File: config.mk
export PLATFORM = sky130hd
export DESIGN_NAME = binary_search_ctrl
export DESIGN_NICKNAME = d
export VERILOG_FILES = /design/src/rtl/binary_search_ctrl.sv
export SDC_FILE = /design/constraint.sdc
export NUM_CORES = 1
export LEC_CHECK = 0
export CAP_MARGIN = 40
export CORE_ASPECT_RATIO = 1.5
export CORE_UTILIZATION = 35
export DETAILED_ROUTE_END_ITERATION = 8
export PLACE_DENSITY = 0.61
export REMOVE_ABC_BUFFERS = 1
export SETUP_SLACK_MARGIN = 0.2
export SLEW_MARGIN = 10
export SYNTH_ARGS = -nofsm -noshare
export SYNTH_HDL_FRONTEND = slang
export SYNTH_SLANG_ARGS = --single-unit
File: constraint.sdc
create_clock -name clk -period 3 [get_ports clk]
set_input_delay 0.6 -clock clk [delete_from_list [all_inputs] [get_ports clk]]
set_output_delay 0.6 -clock clk [all_outputs]
set_load 0.05 [all_outputs]
File: src/rtl/binary_search_ctrl.sv
// ---------------------------------------------------------------------------
// binary_search_ctrl
//
// Finds an unknown WIDTH-bit value by binary search against an external
// magnitude comparator. The controller presents a trial value on `guess`
// (wired to comparator A) and consumes the AltB/AeqB/AgtB flags. The hidden
// operand sits on comparator B outside this block.
//
// Ports:
//   clk, rst_n        clock (rising edge), asynchronous active-low reset
//   start             request a new search (ignored while busy)
//   guess             trial value presented to the comparator
//   guess_valid       guess is presented and a comparator answer is awaited
//   cmp_valid         comparator flags are valid this cycle
//   AltB/AeqB/AgtB    comparator flags (guess <, ==, > target)
//   busy              search in progress
//   done              search succeeded, found is valid (held until start)
//   error             inconsistent comparator answers (held until start)
//   found             result of the last successful search
//   steps             probes issued in the current or last search
// ---------------------------------------------------------------------------
module binary_search_ctrl #(
    parameter int WIDTH  = 6,
    parameter int STEP_W = 3
) (
    input  logic              clk,
    input  logic              rst_n,
    input  logic              start,
    output logic [WIDTH-1:0]  guess,
    output logic              guess_valid,
    input  logic              cmp_valid,
    input  logic              AltB,
    input  logic              AeqB,
    input  logic              AgtB,
    output logic              busy,
    output logic              done,
    output logic              error,
    output logic [WIDTH-1:0]  found,
    output logic [STEP_W-1:0] steps
);

    localparam logic [1:0] S_IDLE  = 2'd0;
    localparam logic [1:0] S_PROBE = 2'd1;
    localparam logic [1:0] S_DONE  = 2'd2;
    localparam logic [1:0] S_FAIL  = 2'd3;

    localparam logic [WIDTH-1:0]  MAX_VAL  = {WIDTH{1'b1}};
    localparam logic [WIDTH-1:0]  ZERO_VAL = '0;
    localparam logic [WIDTH-1:0]  ONE_VAL  = {{(WIDTH-1){1'b0}}, 1'b1};
    localparam logic [STEP_W-1:0] STEP_MAX = {STEP_W{1'b1}};
    localparam logic [STEP_W-1:0] STEP_ONE = {{(STEP_W-1){1'b0}}, 1'b1};

    logic [1:0]        state_reg, state_next;
    logic [WIDTH-1:0]  lo_reg, lo_next;
    logic [WIDTH-1:0]  hi_reg, hi_next;
    logic [WIDTH-1:0]  guess_reg, guess_next;
    logic [WIDTH-1:0]  found_reg, found_next;
    logic [STEP_W-1:0] steps_reg, steps_next;

    logic              one_hot;
    logic [WIDTH-1:0]  new_lo, new_hi;

    // Midpoint with a WIDTH+1-bit sum so lo+hi never wraps.
    function automatic logic [WIDTH-1:0] mid_of(input logic [WIDTH-1:0] a,
                                                input logic [WIDTH-1:0] b);
        logic [WIDTH:0] sum;
        sum = {1'b0, a} + {1'b0, b};
        return sum[WIDTH:1];
    endfunction

    // Exactly one flag set: odd parity excludes 0 and 2 set, AND excludes 3.
    assign one_hot = (AltB ^ AeqB ^ AgtB) & ~(AltB & AeqB & AgtB);
    assign new_lo  = guess_reg + ONE_VAL;
    assign new_hi  = guess_reg - ONE_VAL;

    always_comb begin
        state_next = state_reg;
        lo_next    = lo_reg;
        hi_next    = hi_reg;
        guess_next = guess_reg;
        found_next = found_reg;
        steps_next = steps_reg;

        case (state_reg)
            S_PROBE: begin
                if (cmp_valid) begin
                    if (steps_reg != STEP_MAX) begin
                        steps_next = steps_reg + STEP_ONE;
                    end
                    if (!one_hot) begin
                        state_next = S_FAIL;
                    end else if (AeqB) begin
                        found_next = guess_reg;
                        state_next = S_DONE;
                    end else if (AltB) begin
                        if (guess_reg == MAX_VAL || new_lo > hi_reg) begin
                            state_next = S_FAIL;
                        end else begin
                            lo_next    = new_lo;
                            guess_next = mid_of(new_lo, hi_reg);
                        end
                    end else begin
                        // AgtB: guess==0 would underflow the upper bound.
                        if (guess_reg == ZERO_VAL || new_hi < lo_reg) begin
                            state_next = S_FAIL;
                        end else begin
                            hi_next    = new_hi;
                            guess_next = mid_of(lo_reg, new_hi);
                        end
                    end
                end
            end
            default: begin
                // IDLE, DONE and FAIL all accept a (re)start.
                if (start) begin
                    lo_next    = ZERO_VAL;
                    hi_next    = MAX_VAL;
                    steps_next = '0;
                    guess_next = mid_of(ZERO_VAL, MAX_VAL);
                    state_next = S_PROBE;
                end
            end
        endcase
    end

    always_ff @(posedge clk or negedge rst_n) begin
        if (!rst_n) begin
            state_reg <= S_IDLE;
            lo_reg    <= ZERO_VAL;
            hi_reg    <= MAX_VAL;
            guess_reg <= ZERO_VAL;
            found_reg <= ZERO_VAL;
            steps_reg <= '0;
        end else begin
            state_reg <= state_next;
            lo_reg    <= lo_next;
            hi_reg    <= hi_next;
            guess_reg <= guess_next;
            found_reg <= found_next;
            steps_reg <= steps_next;
        end
    end

    // Status outputs decode straight from the state register, so done/error
    // persist until the next start moves the FSM back into PROBE.
    assign guess       = guess_reg;
    assign guess_valid = (state_reg == S_PROBE);
    assign busy        = (state_reg == S_PROBE);
    assign done        = (state_reg == S_DONE);
    assign error       = (state_reg == S_FAIL);
    assign found       = found_reg;
    assign steps       = steps_reg;

endmodule

==> impl_metrics.toml <==
[detailed_routing]
drtIter0Drc = 71
wl_per_cell_um = 15.8
drt-pass1-iter-count = 4
drt_wl_total_mm = 5.81
vias = 1891
via_per_inst = 5.14
antenna_left = 0
drc = 0

[final_layout]
drive_above_1_share_pct = 24.5
final_cell_mix = "ha_1 (27), buf_4 (25), inv_1 (23), clkdlybuf4s50_1 (23), nand2_1 (21)"
num_antenna_cells = 0
syn_to_final_growth_pct = 32.2
final_nets = 332
final_common_cell = "ha_1"
instances_no_fill = 368

[clocking]
cts_made_buffers = 5
cts_max_level = 2
clock_path_buffers = 2
tritoncts = "done"
hold_buffers = 0
clkSinkCount = 29
clk_pin_slew_ns = 0.07
cts_root_buf = "clkbuf_8"
clk_latency_ns = 0.29

[timing]
timing.fmax_mhz = 369
layout_worst_path_cycle_share_pct = 90.3
rsz0062_at_grt = "no"
slew_violations = 0
tightest_slew_ns = 0.500
setup_ws_ns = 0.290
setup_viol = 0
finClkSkew_ns = 0.00627
fin_crit_ns = 2.71
finalHoldViolations = 0
max-slew-margin-rel_pct = 66.5

[worst_setup_path]
startpoint_type = "input pin"
reg2reg_depth = 11
worst_r2r_endpoint = "guess[0]"
path_buf_inv = 2
path_cells = "clkdlybuf4s15_1, buf_6, ha_1, or3b_4, a2111o_1, a2111oi_4, a31oi_2, a2111oi_2, a31oi_1"
required_ns = 3.16
worst_ep_arrival_time_ns = 2.87
path_class = "in -> reg"
r2r_start = "guess[0]"
rrSetupSlack_ns = 0.32
crit_path_max_incr_delay_ns = 0.44
timing.critical_path.fanout_max = 5
endpoint_kind = "register"
critPathSlowestCell = "a2111o_1"
cpLargestDelayFamily = "compound AO/OA/AOI/OAI gates"

[place]
dp_hpwl_mm = 4.28
dp.cells = 350
pre_cts_ws_ns = -0.219
numPortBuffers = 25
gp_congestion = 0.837

[synthesis]
synth-edff-count = 0
synth_area_um2 = 2240
seq_area_frac_synth_pct = 32.7
synthArstFlopShare_pct = 100
yosysUniqueCellTypes = 46
synth_area_per_cell_um2 = 9.26
synth_cells = 242
synth_ff_type = "dfrtp_1"
yosys_warnings = 0
ys_seq_elements = 29

[hold_path]
min-delay-start = "found[0]"
worstHoldPathType = "reg -> reg"
whs_endpoint = "found[0]"
hold_depth = 2

[flow_run]
max_cap_viol_count = 0

[floorplan]
die_y_um = 100
rows = 35
die-area_um2 = 6730
placeableCoreArea_um2 = 6170
die_w_um = 67.3
io_pins = 26
initial_core_util_pct = 36.3

[grt]
grt_overflow = 0
grt_max_degree = 30
grt_pass1_vias = 1845
antenna_found_initial = 0
track_usage_pct = 17.8
grt_pass1_wl_mm = 8.98

[power]
leakagePower_nw = 1.31
power_mw = 3.24
peakVddDrop_uv = 628
p_per_area_nw_per_um2 = 1090

[run_status]
status = "completed"
[stage by stage]
step	setup TNS [ns]	area, um2	hold slack, ns	utilization [%]
2_1_floorplan	-1.64	2190	0.304	-
3_3_place_gp	-1.66	2680	0.480	43.3
3_5_place_dp	-2.17	2680	0.487	43.3
4_1_cts	0	2800	0.504	45.4
5_1_grt	0	2960	0.519	48.0
6_report	0	2960	0.495	48.0
[how the worst max path moves through the flow]
stage              from        to  slack (ns)  depth (start not counted)
3_5_place_dp       AltB  guess[0]       -0.22                          9
4_1_cts            AeqB  guess[5]        0.20                         10
5_1_grt        guess[4]  guess[0]        0.17                         11
3_3_place_gp       AltB  guess[0]       -0.18                          9
6_report           AltB  guess[0]        0.29                          9
2_1_floorplan  guess[0]  guess[0]       -0.38                         10
[report_power, final]
group | internal, mW | switching [mW]
combinational | 0.904 | 1.27
sequential | 0.519 | 0.130
clock | 0.248 | 0.168
total | 1.67 | 1.56
[worst register-to-register path, stage by stage, from the launching register on]
cell and delay [ns]:
dfrtp_2 0.46, inv_4 0.13, ha_2 0.22, nand2_1 0.09, xnor2_2 0.16, ha_1 0.31, o21ai_0 0.10, a32o_1 0.28
a2111oi_4 0.35, a31oi_2 0.11, a2111oi_2 0.29, a31oi_1 0.08
[timing repair]
action | in CTS | in global routing
endpoints found under the setup margin | 16 | 20
gates resized for setup | 5 | 20
gates cloned | 0 | 1
buffers inserted | 0 | 9
pin swaps | 3 | 6
[synth_stat cells, types with 2 or more instances]
library cell | count | area [um2]
a211oi_1 | 2 | 15.0
a21oi_1 | 10 | 50.1
a221oi_1 | 3 | 26.3
a22o_1 | 2 | 17.5
a32o_1 | 3 | 30.0
and2_1 | 3 | 18.8
and3_1 | 3 | 18.8
buf_2 | 2 | 10.0
clkbuf_1 | 6 | 22.5
dfrtp_1 | 23 | 576
dfstp_2 | 6 | 158
fa_1 | 2 | 40.0
ha_1 | 30 | 375
inv_1 | 26 | 97.6
mux2_2 | 4 | 45.0
mux2i_1 | 3 | 30.0
nand2_1 | 21 | 78.8
nand2b_1 | 3 | 18.8
nand3_1 | 5 | 25.0
nand4_1 | 2 | 12.5
nor2_1 | 13 | 48.8
nor2b_1 | 4 | 25.0
nor3_1 | 6 | 30.0
o21ai_0 | 8 | 40.0
o21ai_1 | 9 | 45.0
o21bai_1 | 4 | 30.0
o31a_1 | 2 | 17.5
o31ai_1 | 8 | 60.1
xnor2_1 | 10 | 87.6
xor2_1 | 3 | 26.3
[final cells by class]
class	count	area [um2]
sequential	29	739
timing repair buffer	54	480
multi-input combinational	176	1430
clock inverter	3	46.3
tap	74	92.6
inverter	27	104
clock buffer	5	68.8
fill	600	3210
[kinds of logic after synthesis]
kind of cell	count (synthesis)	share of synthesized area, %
fa+ha+maj	32	18.5
buf+inv	37	6.81
compound gates	61	20.0
flops	29	32.7
xor+xnor	13	5.08
simple gates	63	13.5
mux	7	3.35
[layer usage]
metal  share of wire [%]  vias to the layer above  global-route usage [%]
li1                    -                      935                       -
met1                  41                      916                    20.9
met2                  54                       33                    32.0
met3                 2.5                        7                    2.39
met4                 1.8                        0                    6.55
met5                   0                        -                       0
Note: power is estimated with default switching activity, not from simulation.
